===== src/rtl/sort_stream_pkg.sv =====
// Shared types and key-ordering helpers for the streaming odd-even transposition sorter.
// Keys are widened to KEY_MAX_W bits before comparison so one helper serves every key width.
package sort_stream_pkg;

    localparam int KEY_MAX_W = 64;

    typedef enum logic [1:0] {
        LOAD  = 2'd0,
        SORT  = 2'd1,
        DRAIN = 2'd2
    } state_t;

    // Widen a raw key of 'width' bits (already zero-extended) to KEY_MAX_W, sign-extending when asked.
    function automatic logic [KEY_MAX_W-1:0] extend_key(
        input logic [KEY_MAX_W-1:0] raw,
        input int                   width,
        input logic                 is_signed
    );
        logic [KEY_MAX_W-1:0] upper_mask;
        upper_mask = ~((64'd1 << width) - 64'd1);
        if (is_signed && raw[width-1]) begin
            return raw | upper_mask;
        end else begin
            return raw & ~upper_mask;
        end
    endfunction

    // True when a (earlier slot) must move behind b; equal keys never swap, which keeps the sort stable.
    function automatic logic out_of_order(
        input logic [KEY_MAX_W-1:0] a,
        input logic [KEY_MAX_W-1:0] b,
        input logic                 is_signed,
        input logic                 ascending
    );
        logic a_gt_b;
        logic b_gt_a;
        if (is_signed) begin
            a_gt_b = $signed(a) > $signed(b);
            b_gt_a = $signed(b) > $signed(a);
        end else begin
            a_gt_b = a > b;
            b_gt_a = b > a;
        end
        if (ascending) begin
            return a_gt_b;
        end else begin
            return b_gt_a;
        end
    endfunction

endpackage


===== src/rtl/sort_cmp_swap.sv =====
// Combinational compare-exchange cell on packed {key,label} elements.
// The swapped flag exists only when SORT_EARLY_EXIT_EN is defined.
module sort_cmp_swap
    import sort_stream_pkg::*;
#(
    parameter int DATA_WIDTH  = 8,
    parameter int LABEL_WIDTH = 3,
    parameter int SIGNED      = 1,
    parameter int ASCENDING   = 0
) (
    input  logic [DATA_WIDTH+LABEL_WIDTH-1:0] a,
    input  logic [DATA_WIDTH+LABEL_WIDTH-1:0] b,
    output logic [DATA_WIDTH+LABEL_WIDTH-1:0] lo,
    output logic [DATA_WIDTH+LABEL_WIDTH-1:0] hi
`ifdef SORT_EARLY_EXIT_EN
    ,
    output logic                              swapped
`endif
);

    localparam int EW = DATA_WIDTH + LABEL_WIDTH;

    logic [KEY_MAX_W-1:0] a_key_s;
    logic [KEY_MAX_W-1:0] b_key_s;
    logic                 swap_s;

    // Order test on the full-width keys, then route the pair accordingly.
    always_comb begin
        a_key_s = extend_key(KEY_MAX_W'(a[EW-1:LABEL_WIDTH]), DATA_WIDTH, SIGNED != 0);
        b_key_s = extend_key(KEY_MAX_W'(b[EW-1:LABEL_WIDTH]), DATA_WIDTH, SIGNED != 0);
        swap_s  = out_of_order(a_key_s, b_key_s, SIGNED != 0, ASCENDING != 0);
        if (swap_s) begin
            lo = b;
            hi = a;
        end else begin
            lo = a;
            hi = b;
        end
    end

`ifdef SORT_EARLY_EXIT_EN
    assign swapped = swap_s;
`endif

endmodule


===== src/rtl/sort_stream_n.sv =====
// Serial-in/serial-out labelled sorter: load N beats, N odd-even transposition stages, drain N beats.
// Optional macro SORT_EARLY_EXIT_EN ends SORT after an even and an odd stage in a row do no swap.
module sort_stream_n
    import sort_stream_pkg::*;
#(
    parameter int NUM_INPUTS  = 8,
    parameter int DATA_WIDTH  = 8,
    parameter int LABEL_WIDTH = 3,
    parameter int SIGNED      = 1,
    parameter int ASCENDING   = 0
) (
    input  logic                   clk,
    input  logic                   rst,
    input  logic                   x_valid,
    output logic                   x_ready,
    input  logic [DATA_WIDTH-1:0]  x_data,
    input  logic [LABEL_WIDTH-1:0] x_label,
    output logic                   y_valid,
    input  logic                   y_ready,
    output logic [DATA_WIDTH-1:0]  y_data,
    output logic [LABEL_WIDTH-1:0] y_label,
    output logic                   y_last,
    output logic                   busy
);

    localparam int CW  = $clog2(NUM_INPUTS + 1);
    localparam int IW  = (NUM_INPUTS > 2) ? $clog2(NUM_INPUTS) : 1;
    localparam int NPE = NUM_INPUTS / 2;
    localparam int NPO = (NUM_INPUTS - 1) / 2;

    typedef struct packed {
        logic [DATA_WIDTH-1:0]  data;
        logic [LABEL_WIDTH-1:0] label;
    } elem_t;

    state_t          state_r;
    elem_t           slot_r  [NUM_INPUTS];
    elem_t           even_s  [NUM_INPUTS];
    elem_t           odd_s   [NUM_INPUTS];
    elem_t           stage_s [NUM_INPUTS];
    elem_t           y_elem_r;
    logic [CW-1:0]   load_cnt_r;
    logic [CW-1:0]   stage_cnt_r;
    logic [CW-1:0]   out_cnt_r;
    logic [CW-1:0]   out_nxt_s;
    logic [IW-1:0]   load_idx_s;
    logic [IW-1:0]   out_nxt_idx_s;
    logic            x_ready_r;
    logic            y_valid_r;
    logic            y_last_r;
    logic            busy_r;
    logic            x_fire_s;
    logic            y_fire_s;
    logic            sort_done_s;

`ifdef SORT_EARLY_EXIT_EN
    logic [NUM_INPUTS-1:0] even_swap_s;
    logic [NUM_INPUTS-1:0] odd_swap_s;
    logic                  stage_swap_s;
    logic                  prev_swap_r;
`endif

    genvar gi;

    // Even stage: pairs (0,1),(2,3)..; an odd element count leaves the top slot unpaired.
    generate
        for (gi = 0; gi < NPE; gi++) begin : g_even
            sort_cmp_swap #(
                .DATA_WIDTH (DATA_WIDTH),
                .LABEL_WIDTH(LABEL_WIDTH),
                .SIGNED     (SIGNED),
                .ASCENDING  (ASCENDING)
            ) u_cmp (
                .a      (slot_r[2*gi]),
                .b      (slot_r[2*gi+1]),
                .lo     (even_s[2*gi]),
                .hi     (even_s[2*gi+1])
`ifdef SORT_EARLY_EXIT_EN
                ,
                .swapped(even_swap_s[gi])
`endif
            );
        end
        if (NUM_INPUTS % 2 == 1) begin : g_even_tail
            assign even_s[NUM_INPUTS-1] = slot_r[NUM_INPUTS-1];
        end
`ifdef SORT_EARLY_EXIT_EN
        assign even_swap_s[NUM_INPUTS-1:NPE] = '0;
`endif
    endgenerate

    // Odd stage: pairs (1,2),(3,4)..; slot 0 always holds, the top slot holds for even counts.
    assign odd_s[0] = slot_r[0];
    generate
        for (gi = 0; gi < NPO; gi++) begin : g_odd
            sort_cmp_swap #(
                .DATA_WIDTH (DATA_WIDTH),
                .LABEL_WIDTH(LABEL_WIDTH),
                .SIGNED     (SIGNED),
                .ASCENDING  (ASCENDING)
            ) u_cmp (
                .a      (slot_r[2*gi+1]),
                .b      (slot_r[2*gi+2]),
                .lo     (odd_s[2*gi+1]),
                .hi     (odd_s[2*gi+2])
`ifdef SORT_EARLY_EXIT_EN
                ,
                .swapped(odd_swap_s[gi])
`endif
            );
        end
        if (NUM_INPUTS % 2 == 0) begin : g_odd_tail
            assign odd_s[NUM_INPUTS-1] = slot_r[NUM_INPUTS-1];
        end
`ifdef SORT_EARLY_EXIT_EN
        assign odd_swap_s[NUM_INPUTS-1:NPO] = '0;
`endif
    endgenerate

    assign x_fire_s      = (state_r == LOAD) && x_valid && x_ready;
    assign y_fire_s      = (state_r == DRAIN) && y_valid_r && y_ready;
    assign load_idx_s    = load_cnt_r[IW-1:0];
    assign out_nxt_s     = out_cnt_r + CW'(1);
    assign out_nxt_idx_s = out_nxt_s[IW-1:0];

    // Stage selection by counter parity and end-of-sort decision.
    always_comb begin
        if (stage_cnt_r[0]) begin
            stage_s = odd_s;
        end else begin
            stage_s = even_s;
        end
`ifdef SORT_EARLY_EXIT_EN
        if (stage_cnt_r[0]) begin
            stage_swap_s = |odd_swap_s;
        end else begin
            stage_swap_s = |even_swap_s;
        end
        sort_done_s = (stage_cnt_r == CW'(NUM_INPUTS - 1)) ||
                      ((stage_cnt_r != CW'(0)) && !prev_swap_r && !stage_swap_s);
`else
        sort_done_s = (stage_cnt_r == CW'(NUM_INPUTS - 1));
`endif
    end

    // Element storage: written by input beats in LOAD and by each stage in SORT; contents need no reset.
    always_ff @(posedge clk) begin
        if (x_fire_s) begin
            slot_r[load_idx_s] <= '{data: x_data, label: x_label};
        end else if (state_r == SORT) begin
            slot_r <= stage_s;
        end
    end

    // Control FSM with registered handshake and output beat.
    always_ff @(posedge clk) begin
        if (rst) begin
            state_r     <= LOAD;
            load_cnt_r  <= '0;
            stage_cnt_r <= '0;
            out_cnt_r   <= '0;
            x_ready_r   <= 1'b1;
            y_valid_r   <= 1'b0;
            y_last_r    <= 1'b0;
            busy_r      <= 1'b0;
            y_elem_r    <= '0;
`ifdef SORT_EARLY_EXIT_EN
            prev_swap_r <= 1'b1;
`endif
        end else begin
            case (state_r)
                LOAD: begin
                    if (x_fire_s) begin
                        if (load_cnt_r == CW'(NUM_INPUTS - 1)) begin
                            state_r     <= SORT;
                            load_cnt_r  <= '0;
                            stage_cnt_r <= '0;
                            x_ready_r   <= 1'b0;
                            busy_r      <= 1'b1;
`ifdef SORT_EARLY_EXIT_EN
                            prev_swap_r <= 1'b1;
`endif
                        end else begin
                            load_cnt_r <= load_cnt_r + CW'(1);
                        end
                    end
                end
                SORT: begin
`ifdef SORT_EARLY_EXIT_EN
                    prev_swap_r <= stage_swap_s;
`endif
                    if (sort_done_s) begin
                        state_r     <= DRAIN;
                        stage_cnt_r <= '0;
                        out_cnt_r   <= '0;
                        y_valid_r   <= 1'b1;
                        y_last_r    <= 1'b0;
                        y_elem_r    <= stage_s[0];
                    end else begin
                        stage_cnt_r <= stage_cnt_r + CW'(1);
                    end
                end
                DRAIN: begin
                    if (y_fire_s) begin
                        if (y_last_r) begin
                            state_r   <= LOAD;
                            out_cnt_r <= '0;
                            x_ready_r <= 1'b1;
                            y_valid_r <= 1'b0;
                            y_last_r  <= 1'b0;
                            busy_r    <= 1'b0;
                        end else begin
                            out_cnt_r <= out_nxt_s;
                            y_last_r  <= (out_nxt_s == CW'(NUM_INPUTS - 1));
                            y_elem_r  <= slot_r[out_nxt_idx_s];
                        end
                    end
                end
                default: begin
                    state_r   <= LOAD;
                    x_ready_r <= 1'b1;
                    y_valid_r <= 1'b0;
                    y_last_r  <= 1'b0;
                    busy_r    <= 1'b0;
                end
            endcase
        end
    end

    assign x_ready = x_ready_r & ~rst;
    assign y_valid = y_valid_r;
    assign y_data  = y_elem_r.data;
    assign y_label = y_elem_r.label;
    assign y_last  = y_last_r;
    assign busy    = busy_r;

endmodule


===== config.mk =====
export PLATFORM = sky130hd
export DESIGN_NAME = sort_stream_n
export DESIGN_NICKNAME = d
export VERILOG_FILES = /design/src/rtl/sort_stream_pkg.sv /design/src/rtl/sort_cmp_swap.sv /design/src/rtl/sort_stream_n.sv
export SDC_FILE = /design/constraint.sdc
export NUM_CORES = 1
export LEC_CHECK = 0
export ABC_AREA = 1
export BUFFER_PORTS_ARGS = -buffer_cell sky130_fd_sc_hd__buf_2
export CAP_MARGIN = 10
export CORE_AREA = 3 3 156 158
export CTS_CLUSTER_DIAMETER = 80
export CTS_CLUSTER_SIZE = 25
export DETAILED_ROUTE_END_ITERATION = 10
export DIE_AREA = 0 0 159 161
export GPL_TIMING_DRIVEN = 0
export PLACE_DENSITY_LB_ADDON = 0.3
export SLEW_MARGIN = 20
export SYNTH_ARGS = -nofsm -noshare
export SYNTH_HDL_FRONTEND = slang
export SYNTH_HIERARCHICAL = 1
export SYNTH_SLANG_ARGS = --single-unit

===== constraint.sdc =====
create_clock -name clk -period 2.2 [get_ports clk]
set_input_delay 0.22 -clock clk [delete_from_list [all_inputs] [get_ports clk]]
set_output_delay 0.22 -clock clk [all_outputs]
set_load 0.05 [all_outputs]

; ---- Yosys cells after proc, flatten, opt, wreduce, memory -nomap -nowiden
; Index checks and enable logic that the tools add are counted.
[classes]
n_addsub = 3
mul = 0
div_mod_pow = 0
order_cmp = 10
eq_ne = 15
shifts = 0
muxes = 66
bitwise_logic = 6
n_reduce_logical = 29
[op_table]
columns = op, n
row1 = $mux 64, 8
row2 = $gt 64x64->1, 7
row3 = $mux 88, 3
row4 = $mux 11, 20
row5 = $bwmux 88, 1
row6 = $bmux 11 s3, 1
row7 = $demux 11 s3, 1
row8 = $reduce_and 3->1, 10
row9 = $mux 4, 7
row10 = $pmux 11 s2, 1
row11 = $pmux 4 s2, 2
row12 = $add 4x1->4 const B, 3
row13 = $eq 4x3->1 const B, 3
row14 = $mux 1, 12
row15 = $pmux 1 s3, 4
row16 = $reduce_bool 3->1, 4
row17 = $mux 2, 5
row18 = $ne 2x2->1 const B, 5
row19 = $reduce_and 5->1, 2
row20 = $ne 3x1->1 const B, 3
row21 = $ge 4x4->1 const B, 2
row22 = $not 3->4, 2
row23 = $reduce_and 4->1, 2
row24 = $reduce_bool 2->1, 4
row25 = other kinds (10), 17
[totals]
ff_bits = 117
latch_bits = 0
mem_bits_rw = 0
rom_bits = 0
in_bits = 15
out_inout_bits = 15
wordCells = 155
memories = 0

; ---- Logic depth before layout (Yosys ltp)
; Gate-level depths: netlist of run 1.
[depth]
word_depth = 8
ltp_mapped = 19

; ---- Modules after synthesis
; Netlist of run 1, hierarchy kept.
[modules_own_cells]
columns = module, n_inst, cells_per_inst, area_each_um2, seq_area_each_um2
row1 = sort_stream_n, 1, 804, 6600.1, 3223.1
row2 = sort_cmp_swap, 7, 113, 660.6, 0.0

; ---- Worst setup path after synthesis of run 1
; Ideal clock, no wire load.
[synth_path]
kind = flip-flop to flip-flop
startpoint = register x_ready_r
endpoint = register slot_r, in the netlist odd_s[0], enable pin
t_arrival_ps = 1904
t_required_ps = 1806
setup_slack_ps = -98
stages_incl_launch_ff = 8
n_path_buf = 1
period_less_slack_ps = 2298
cell_sequence = dfxtp_1 -> inv_1 -> nor2_2 -> nand3_2 -> nor2_4 -> nand2_2 -> buf_2 -> o21ai_0
[synth_via]
elab_chain_cells = 4
word_cells_on_any_way = 6
[synth_lines]
columns = element, line
row1 = "start, declared", sort_stream_n.sv:48  ; logic x_ready_r;
row2 = "start signal, assigned", sort_stream_n.sv:162  ; x_ready_r <= 1'b1;
row3 = "start signal, assigned", sort_stream_n.sv:178  ; x_ready_r <= 1'b0;
row4 = "start signal, assigned", sort_stream_n.sv:208  ; x_ready_r <= 1'b1;
row5 = $and 1x1->1 (*), sort_stream_n.sv:230  ; assign x_ready = x_ready_r & ~rst;
row6 = net x_ready, sort_stream_n.sv:15  ; output logic x_ready,
row7 = $logic_and 1x1->1 (*), sort_stream_n.sv:120  ; assign x_fire_s = (state_r == LOAD) && x_valid && x_ready;
row8 = $ne 2x1->1 (no source line) / $reduce_bool 2->1 (equally long branches), -
row9 = $reduce_and 3->1 (no source line) (*), -
row10 = "end signal, assigned by index", sort_stream_n.sv:149  ; slot_r[load_idx_s] <= '{data: x_data, label: x_label};
row11 = "end signal, assigned", sort_stream_n.sv:151  ; slot_r <= stage_s;
row12 = "end, declared", sort_stream_n.sv:37  ; elem_t slot_r [NUM_INPUTS];
; Mark *: on every way through the listed nets, which the timed path passes. The rest lies on a longest branch.
; A chain may end at the register's enable or synchronous reset.

==> results of run 1 <==
per-stage QoR:
stage	cells	power, mW	cell area, µm²	hold slack, ns
floorplan	1595	3.074	11230	0.2974
global placement	1943	3.276	11770	0.4512
detailed placement	1944	3.286	11780	0.4581
CTS	2048	6.066	12980	0.08734
global route	2121	6.454	15110	0.1022
finish	2121	6.303	15110	0.08981
registers in the layout, indices dropped and copies added, names as in the netlist:
name         cells
slot_r          66
load_cnt_r       4
busy             1
y_valid          1
stage_cnt_r      4
y_label          3
y_last           1
y_data           8
odd_s           22
out_cnt_r        4
state_r          2
x_ready_r        1
Yosys cell counts, drive strengths merged (2+ instances only):
| cell type | count | share of area (%) |
|---|---|---|
| dfxtp | 29 | 5.2 |
| buf | 82 | 5.5 |
| o22ai | 2 | 0.11 |
| edfxtp | 88 | 24 |
| nand3 | 110 | 5.9 |
| clkbuf | 31 | 1.3 |
| o211ai | 2 | 0.13 |
| inv | 117 | 3.9 |
| ha | 60 | 6.7 |
| nor3 | 2 | 0.089 |
| nor2 | 204 | 7.8 |
| nand2 | 561 | 21 |
| o32ai | 66 | 5.1 |
| a21oi | 40 | 2.1 |
| o21ai | 42 | 1.9 |
| nand4 | 152 | 8.9 |
critical path, stage by stage, from the launching register on:
cell and delay (ns):
edfxtp_1 0.57, inv_2 0.11, ha_4 0.29, nand2_1 0.05, nand2_1 0.05, nand2_1 0.04
nand2_1 0.06, nand2_2 0.06, nand2_4 0.11, nand3_4 0.14, buf_12 0.19, nand2_4 0.04
nand2_1 0.06, nor2_1 0.18, o32ai_2 0.13
cell families after synthesis:
kind of cell | Yosys count | synth area share (%)
buffers and inverters | 232 | 10.86
xor gates and xnor gates | 1 | 0.07804
and+or+nand+nor | 1032 | 44.25
AOI/OAI and AO/OA | 153 | 9.408
DFF | 117 | 28.71
adders and majority gates | 60 | 6.688
metal layers:
layer | wire length (µm) | up-vias
li1 | - | 5861
met1 | 16480 | 6151
met2 | 20510 | 901
met3 | 4811 | 268
met4 | 3305 | 2
met5 | 16 | -
cells in the final DEF, fill, tap and decap left out, types with 15 or more instances in the layout:
master	count
nand2_1	337
nand2_2	167
nand4_1	145
buf_4	138
nor2_1	115
nand3_1	97
inv_1	94
edfxtp_1	88
buf_2	75
nor2_2	74
nand2_4	57
ha_1	36
o32ai_2	33
o32ai_1	33
clkbuf_16	30
dfxtp_1	29
a21oi_1	24
ha_4	24
clkbuf_1	23
inv_2	21
o21ai_1	20
buf_6	18
o21ai_0	18
a21oi_2	16
nor2_4	15
final cells by class:
class                      instances  area (µm²)
timing repair buffer             177        1464
clock inverter                    13       105.1
sequential                       117        3223
inverter                         118       450.4
tap                              319       399.1
multi-input combinational       1246        8148
buffer                           112       847.1
fill                            1868        8150
clock buffer                      19       475.5
worst max path at each step:
stage | startpoint | endpoint | slack [ns] | cells past startpoint
floorplan | x_ready_r | odd_s[0] | 0.12 | 7
global placement | stage_cnt_r[0] | odd_s[3] | -0.35 | 3
detailed placement | out_cnt_r[0] | y_data[3] | -0.37 | 11
CTS | state_r[0] | slot_r[22] | 0.001 | 6
global route | slot_r[59] | slot_r[60] | -0.36 | 14
finish | slot_r[59] | slot_r[60] | -0.20 | 14
what timing repair did:
item                       in CTS  in global routing
cloned                          0                 16
hold endpoints to repair        0                  0
pin swaps                       0                170
buffers inserted               73                 58
setup endpoints to repair     117                162
gates resized for setup        15                363
report_power, final:
part           total (mW)  switching, mW  leakage, nW  internal [mW]
logic                1.02          0.643         5.55          0.375
registers            2.47         0.0480         1.04           2.43
clock network        2.81           1.21        0.286           1.60
==> summary.md, run 1 <==
| Metric | Value |
|---|---|
| Die H | `161 µm` |
| Num CTS Buffers | `17` |
| Syn_nets | `1670` |
| Die area | `0.02560 mm²` |
| Setup TNS Final | `-5.743 ns` |
| Vias post-DR | `13.18k` |
| Setup violations, final | `71` |
| Setup ws final | `-0.1966 ns` |
| Slew Viols, Final | `0` |
| Post-layout min period | `2.397 ns` |
| Outcome | `finished with violations` |
| Fmax | `417.3 MHz` |
| Critical Path AT | `2.53 ns` |
| Critical Path Source Type | `flip-flop` |
| Main synth FF type | `edfxtp_1` |
| DP HPWL | `26.49 mm` |
| Synthesized flop and latch total | `117` |
| Die X | `159 µm` |
| Grt total ovfl | `0` |
| Crit Path Class | `reg -> reg` |
| Initial core utilization | `48.25%` |
| Register area share after synthesis | `28.71%` |
| Setup WS pre-CTS | `-0.3680 ns` |
| DRT antenna net count | `0` |
| Maximum clock path buffer count | `2` |
| CTS HTree Levels | `4` |
| Hold EP | `load_cnt_r[2]` |
| Largest net degree at the start of global routing | `19` |
| Power Dens Cells | `417.1 mW/mm²` |
| Core area | `0.02326 mm²` |
| # IOs | `30` |
| Met1 Track Usage GR | `38.53%` |
| Drt pass-1 iters | `6` |
| Number of remaining DRC errors | `0` |
| Initial DRC Count | `1752` |
| Reg-to-Reg End | `slot_r[60]` |
| Post-Route WL | `45.13 mm` |
| Number of synthesized flops with an enable pin | `88` |
| Peak ir drop on the vdd network | `0.4688 mV` |
| Met2 usage | `48.48%` |
| Nets | `1864` |
| Fraction of layout instances using a drive strength above 1 | `40.51%` |
| Vias in the first global route | `11.58k` |
| Initial antenna violation count | `1` |
| Layout Skew | `0.01533 ns` |
| Tightest Hold Check Type | `in -> reg` |
| PortBufs | `29` |
| Grt met3 use | `6.540%` |
| CP endpoint kind | `flip-flop` |
| Wire per inst | `21.28 µm` |
| Post-Synthesis Cells | `1595` |
| Max_cap viols | `0` |
| Tightest Pin Transition | `0.8788 ns` |
| Relative slew slack | `41.35%` |
| Worst-Skew Late Latency | `0.44 ns` |
| Path depth of the worst reg2reg path | `14` |
| Yosys cell types | `39` |
| GPL Wtd Cong | `0.9745` |
| Synth async-reset ratio | `0%` |
| Hold Path Origin | `rst` |
| Avg Vias per Cell | `6.215` |
| CTS Hold Bufs | `0` |
| Global-route wire length before repair | `62.39 mm` |
| Synthesized cell area | `0.01122 mm²` |
| YS warnings | `6` |
| R2R Setup Slk | `-0.20 ns` |
| Layout area overhead | `34.63%` |
| Tot GR Track Use | `30.47%` |
| Clk slew on worst S/H paths | `0.06 ns` |
| WP data required | `2.33 ns` |
| Violated checks | `setup timing` |
| Avg Synthesized Cell Area | `7.037 µm²` |
| Crit path max fanout | `5` |
| # diodes | `0` |
| Final Cycle Share | `108.9%` |
| Cells on Worst Hold Path | `2` |
| Row count | `56` |
| CTS tree | `built` |
| GR peak layer | `met2` |
| Final Hold Fails | `0` |
| P_leak | `6.876 nW` |
| RSZ-0062 raised after global routing | `true` |
| RR Startpoint | `slot_r[59]` |
| Fin util | `64.96%` |
| Root buf cell | `clkbuf_16` |
| Clk sink count | `117` |
Power figures use the tool's default switching activity.
==> inputs of run 2 (changes only) <==
- CORE_AREA: 3 3 156 158 -> 2 2 155 157
- DIE_AREA: 0 0 159 161 -> 0 0 157 159
==> run 2 against run 1 <==
Effect of this change:
- register-to-register slack gained 0.04 ns
- flip-flop and latch count is the same
- combinational power shrank 4%
- the flow still finishes with violations (setup timing)
- clock power grew 2%
- highest routed layer is now met4
- non-clock buffer count shrank 5
- first-iteration DRC count grew 0.29%
- maximum frequency grew 1.8%
- critical path type unchanged
- die area shrank 2.5%
==> summary.md, run 2 (same netlist as run 1, synthesis figures left out) <==
| Metric | Value |
|---|---|
| Outcome | `finished with violations` |
| Violated checks | `setup timing` |
| Wire per inst | `20.58 µm (-3.3%)` |
| # IOs | `30 (unchanged)` |
| Die H | `159 µm (-1.2%)` |
| Met2 usage | `48.74% (+0.27 points)` |
| Slowest CP cell | `edfxtp_1` |
| Initial DRC Count | `1757 (+0.29%)` |
| Layout area overhead | `35.38%` |
| Area after DPL | `0.01178 mm² (unchanged)` |
| Tot GR Track Use | `31.28% (+0.81 points)` |
| Vias post-DR | `12.93k (-1.9%)` |
| Crit-path max cell delay | `0.54 ns (-0.03 ns)` |
| Row count | `56 (unchanged)` |
| Fin cells | `2116 (-0.24%)` |
| Core area | `0.02319 mm² (-0.30%)` |
| PortBufs | `29 (unchanged)` |
| Initial antenna violation count | `1 (unchanged)` |
| Largest register FFs | `66 (unchanged)` |
| # diodes | `0 (unchanged)` |
| Crit Path Class | `reg -> reg` |
| Setup ws final | `-0.1551 ns (+0.04144 ns)` |
| Tightest Pin Transition | `0.9290 ns (+0.05016 ns)` |
| Critical Path Source Type | `flip-flop` |
| GR peak layer | `met2` |
| Initial core utilization | `48.40% (+0.15 points)` |
| Dpl cells | `1944 (unchanged)` |
| Crit path max fanout | `6 (+1)` |
| RSZ-0062 raised after global routing | `true` |
| Number of remaining DRC errors | `0 (unchanged)` |
| Global-route wire length before repair | `60.70 mm (-2.7%)` |
| Power Dens Cells | `415.0 mW/mm² (-0.49%)` |
| Clk slew on worst S/H paths | `0.06 ns (about the same)` |
| Post-Route WL | `43.55 mm (-3.5%)` |
| CP Buf/Inv Count | `2 (unchanged)` |
| Setup violations, final | `80 (+13%)` |
| Die area | `0.02496 mm² (-2.5%)` |
| CTS Hold Bufs | `0 (unchanged)` |
| DRT antenna net count | `0 (unchanged)` |
| Vias in the first global route | `11.33k (-2.2%)` |
| Crit path top cell by count | `nand2_2` |
| Layout Skew | `0.01018 ns (-0.005149 ns)` |
| Num CTS Buffers | `17 (unchanged)` |
| Final Cycle Share | `107.1% (-1.9 points)` |
| Largest register by flop count | `slot_r` |
| Critical Path AT | `2.50 ns (-0.03 ns)` |
| CP endpoint kind | `flip-flop` |
| Die X | `157 µm (-1.3%)` |
| Nets | `1859 (-0.27%)` |
| Top delay family on crit path | `simple AND/OR/NAND/NOR gates` |
| Grt total ovfl | `0 (unchanged)` |
| CTS tree | `built` |
| Peak ir drop on the vdd network | `0.4689 mV (about the same)` |
| Setup TNS Final | `-4.207 ns (+1.536 ns)` |
| CTS HTree Levels | `4 (unchanged)` |
| Post-layout min period | `2.355 ns (-0.04144 ns)` |
| Fmax | `424.6 MHz (+1.8%)` |
| R2R Setup Slk | `-0.16 ns (+0.04 ns)` |
| Relative slew slack | `38.07% (-3.3 points)` |
| Most frequent cells in the layout | `nand2_1 (341), nand2_2 (173), nand4_1 (145)` |
| Slew Viols, Final | `0 (unchanged)` |
| Max_cap viols | `0 (unchanged)` |
| Tightest Hold Check Type | `in -> reg` |
| Largest net degree at the start of global routing | `19 (unchanged)` |
| Final non-filler cell area | `0.01520 mm² (+0.55%)` |
| DP HPWL | `26.70 mm (+0.78%)` |
| P_leak | `6.856 nW (-0.30%)` |
| Maximum clock path buffer count | `2 (unchanged)` |
| Final Hold Fails | `0 (unchanged)` |
| Clk sink count | `117 (unchanged)` |
| Worst-Skew Late Latency | `0.44 ns (about the same)` |
| Avg Vias per Cell | `6.109 (-1.7%)` |
| Fraction of layout instances using a drive strength above 1 | `41.51% (+1.0 points)` |
| Grt met3 use | `6.560% (+0.019 points)` |
| Root buf cell | `clkbuf_16` |
| Met1 Track Usage GR | `39.41% (+0.88 points)` |
| Drt pass-1 iters | `6 (unchanged)` |
| Most common cell after layout, fill and taps aside | `nand2_1` |
| GPL Wtd Cong | `0.9335 (-4.2%)` |
| Critical Path, Cell by Cell | `inv_1 -> ha_1 -> nand2_2 -> nor2_4 -> nand2_2 -> nand2_4 -> nand3_4 -> clkbuf_16 -> nand2_2 -> nand2_1 -> nor2_1 -> o32ai_1` |
| WP data required | `2.35 ns (+0.02 ns)` |
run 2: changes by cell type in the layout (fill, tap and decap cells not counted), moves of 4 or more:
cell,delta
buf_2,-5
inv_2,+6
o32ai_2,+8
inv_1,-5
ha_1,-5
nand3_1,-4
nand2_1,+4
nand2_2,+6
o21ai_1,-5
o21ai_0,+5
nand2_4,-10
o32ai_1,-8
run 2: report_power, final:
group          switching, mW  internal, mW
Combinational          0.618         0.357
Clock                   1.19          1.67
Sequential            0.0491          2.43
run 2: through the flow:
| step | power, mW | setup WS [ns] | utilization, % | hold WS (ns) |
|---|---|---|---|---|
| after floorplan | 3.074 | 0.1193 | - | 0.2974 |
| after detailed placement | 3.288 | -0.3703 | 50.80 | 0.4652 |
| after global routing | 6.474 | -0.2267 | 65.52 | 0.08602 |
| after CTS | 6.116 | -0.005556 | 55.76 | 0.07929 |
| final | 6.307 | -0.1551 | 65.52 | 0.08200 |
| after global placement | 3.278 | -0.3680 | 50.77 | 0.4482 |
run 2: repair_timing:
action | 4_1_cts | 5_1_grt
cloned | 0 | 14
pin swaps | 1 | 147
setup buffers | 67 | 61
resized for setup | 11 | 382
endpoints found under the setup margin | 109 | 172
run 2: worst paths after layout:
check | endpoint | cells past startpoint | start
worst max-delay path | slot_r[17] | 12 | slot_r[18]
worst min-delay path | load_cnt_r[2] | 2 | rst
worst max register to register | slot_r[17] | 12 | slot_r[18]
worst min register to register | y_data[3] | 2 | y_data[3]
run 2: final cells by class:
cell class                      instances  area [µm²]
Buffer                                112       845.8
Clock inverter                         12       102.6
Tap cell                              319       399.1
Inverter                              118       447.9
Multi-Input combinational cell       1246        8252
Fill cell                            1807        7996
Sequential cell                       117        3223
Clock buffer                           20       500.5
Timing Repair Buffer                  172        1425
run 2: per-layer routing:
metal / vias up / wire length (µm)
met3: 254 / 4303
met4: 0 / 2908
met1: 6030 / 16220
met5: - / 0
li1: 5844 / -
met2: 799 / 20120
==> inputs of run 3 (changes only) <==
- TNS_END_PERCENT: default -> 5
==> run 3 against run 2 <==
Effect of this change:
- the run still ends with setup timing left
- critical endpoint is now y_data[2]
- flip-flop and latch count is the same
- total power shrank 1.9%
- sequential share of layout area grew 2.5 points
- core utilization shrank 6.8 points
- maximum frequency grew 2.7%
- largest power group unchanged
- global-route usage shrank 0.30 points
- first-iteration DRC count shrank 11%
- wire length shrank 8.6%
==> summary.md, run 3 (same netlist as run 1, synthesis figures left out) <==
| Metric | Value |
|---|---|
| Cells on Worst Hold Path | `2 (unchanged)` |
| DP HPWL | `26.70 mm (unchanged)` |
| Crit path max fanout | `18 (+12)` |
| Die H | `159 µm (unchanged)` |
| CP endpoint kind | `flip-flop` |
| Grt total ovfl | `0 (unchanged)` |
| Die X | `157 µm (unchanged)` |
| # IOs | `30 (unchanged)` |
| Critical Path, Cell by Cell | `inv_2 -> ha_1 -> buf_2 -> clkinv_2 -> buf_2 -> nand3_1 -> nand3_1 -> nand3_1 -> nand2_1 -> a21oi_2` |
| Most frequent cells in the layout | `nand2_1 (436), nor2_1 (161), nand4_1 (145)` |
| Layout Skew | `0.01029 ns (+0.0001027 ns)` |
| Power Dens Cells | `454.7 mW/mm² (+9.6%)` |
| Avg Vias per Cell | `5.917 (-3.1%)` |
| Vias in the first global route | `11.20k (-1.2%)` |
| P_leak | `6.375 nW (-7.0%)` |
| Initial core utilization | `48.40% (unchanged)` |
| Vias post-DR | `12.35k (-4.5%)` |
| Core area | `0.02319 mm² (unchanged)` |
| Violated checks | `setup timing` |
| Clk sink count | `117 (unchanged)` |
| Die area | `0.02496 mm² (unchanged)` |
| Row count | `56 (unchanged)` |
| Peak ir drop on the vdd network | `0.4715 mV (+0.54%)` |
| Num CTS Buffers | `17 (unchanged)` |
| Crit path top cell by count | `nand3_1` |
| Top delay family on crit path | `buffers and inverters` |
| Outcome | `finished with violations` |
| Path depth of the worst reg2reg path | `10 (-2)` |
| Critical Path Source Type | `flip-flop` |
| Post-Route WL | `39.79 mm (-8.6%)` |
| Tot GR Track Use | `30.98% (-0.30 points)` |
| WP data required | `2.58 ns (+0.23 ns)` |
| Reg-to-Reg End | `y_data[2]` |
| GPL Wtd Cong | `0.9335 (unchanged)` |
| CTS HTree Levels | `4 (unchanged)` |
| # diodes | `0 (unchanged)` |
| Hold EP | `load_cnt_r[2]` |
| Final Cycle Share | `104.2% (-2.8 points)` |
| Root buf cell | `clkbuf_16` |
| Min Hold Slack | `0.08326 ns (+0.001257 ns)` |
| RR Startpoint | `out_cnt_r[0]` |
| Clk slew on worst S/H paths | `0.06 ns (about the same)` |
| Slew Viols, Final | `0 (unchanged)` |
| Crit-path max cell delay | `0.41 ns (-0.13 ns)` |
| Hold Path Origin | `rst` |
| Nets | `1830 (-1.6%)` |
| Initial antenna violation count | `0 (-1)` |
| Maximum clock path buffer count | `2 (unchanged)` |
| PortBufs | `29 (unchanged)` |
| CTS tree | `built` |
| Setup TNS Final | `-1.208 ns (+2.998 ns)` |
| Crit Path Class | `reg -> reg` |
| Largest register by flop count | `slot_r` |
| Worst-Skew Late Latency | `0.44 ns (about the same)` |
| Tightest Pin Transition | `0.8999 ns (-0.02908 ns)` |
| Fmax | `436.1 MHz (+2.7%)` |
| Post-layout min period | `2.293 ns (-0.06229 ns)` |
| Fraction of layout instances using a drive strength above 1 | `28.34% (-13 points)` |
| Wire per inst | `19.06 µm (-7.4%)` |
| Largest net degree at the start of global routing | `19 (unchanged)` |
| CP Buf/Inv Count | `4 (+2)` |
| Setup ws final | `-0.09285 ns (+0.06229 ns)` |
| Number of remaining DRC errors | `0 (unchanged)` |
| Global-route wire length before repair | `60.29 mm (-0.67%)` |
| Layout area overhead | `21.28%` |
| R2R Setup Slk | `-0.09 ns (+0.06 ns)` |
| Relative slew slack | `39.94% (+1.9 points)` |
| Critical Path AT | `2.67 ns (+0.17 ns)` |
| RSZ-0062 raised after global routing | `true` |
| Tightest Hold Check Type | `in -> reg` |
| Largest register FFs | `66 (unchanged)` |
| Setup violations, final | `33 (-59%)` |
| Max_cap viols | `0 (unchanged)` |
| Initial DRC Count | `1568 (-11%)` |
| DRT antenna net count | `0 (unchanged)` |
| Final Hold Fails | `0 (unchanged)` |
| Drt pass-1 iters | `6 (unchanged)` |
| Slowest CP cell | `dfxtp_1` |
| Most common cell after layout, fill and taps aside | `nand2_1` |
## run 3: worst max path at each step
stage / cells past startpoint / start / end / slack, ns
after floorplan: 7 / x_ready_r / odd_s[0] / 0.12
after global placement: 3 / stage_cnt_r[0] / odd_s[3] / -0.37
after detailed placement: 11 / out_cnt_r[0] / y_data[3] / -0.37
after CTS: 12 / slot_r[17] / slot_r[12] / -0.02
after global routing: 9 / out_cnt_r[0] / y_data[2] / -0.17
final: 10 / out_cnt_r[0] / y_data[2] / -0.09
## run 3: routing by layer
layer  part of all wire [%]  vias up  track usage (%)
met5                      0        -                0
met4                    5.9        0            17.97
met3                    9.9      168            6.451
met2                     46      724            48.84
met1                     38     5678            39.10
li1                       -     5779                -
## run 3: cell type report
| type | instances | area [µm²] |
|---|---|---|
| Buffer | 113 | 794.5 |
| Clock buffer | 20 | 500.5 |
| Clock inverter | 12 | 102.6 |
| Fill cell | 2105 | 9579 |
| Inverter | 118 | 446.7 |
| Multi-Input combinational cell | 1246 | 7132 |
| Sequential cell | 117 | 3223 |
| Tap cell | 319 | 399.1 |
| Timing Repair Buffer | 142 | 1015 |
## run 3: power breakdown
part	leakage (nW)	total [mW]	internal (mW)	switching [mW]
registers	1.04	2.47	2.43	0.0480
logic	5.04	0.850	0.297	0.553
clock network	0.296	2.87	1.67	1.19
total	6.37	6.19	4.39	1.80
## run 3: timing repair
item | CTS | global route
resized for setup | 13 | 74
setup buffers | 52 | 59
pin swaps | 10 | 35
hold buffers | 0 | 0
endpoints found under the setup margin | 109 | 183
cloned | 0 | 1
## run 3: stage by stage
stage          total power, mW  utilization (%)  instance area (µm²)  cells  setup slack (ns)
2_1_floorplan            3.074                -                11230   1595            0.1193
3_3_place_gp             3.278            50.77                11770   1943           -0.3680
3_5_place_dp             3.288            50.80                11780   1944           -0.3703
4_1_cts                  6.117            55.35                12840   2027          -0.01757
5_1_grt                  6.350            58.70                13610   2087           -0.1692
6_report                 6.190            58.70                13610   2087          -0.09285
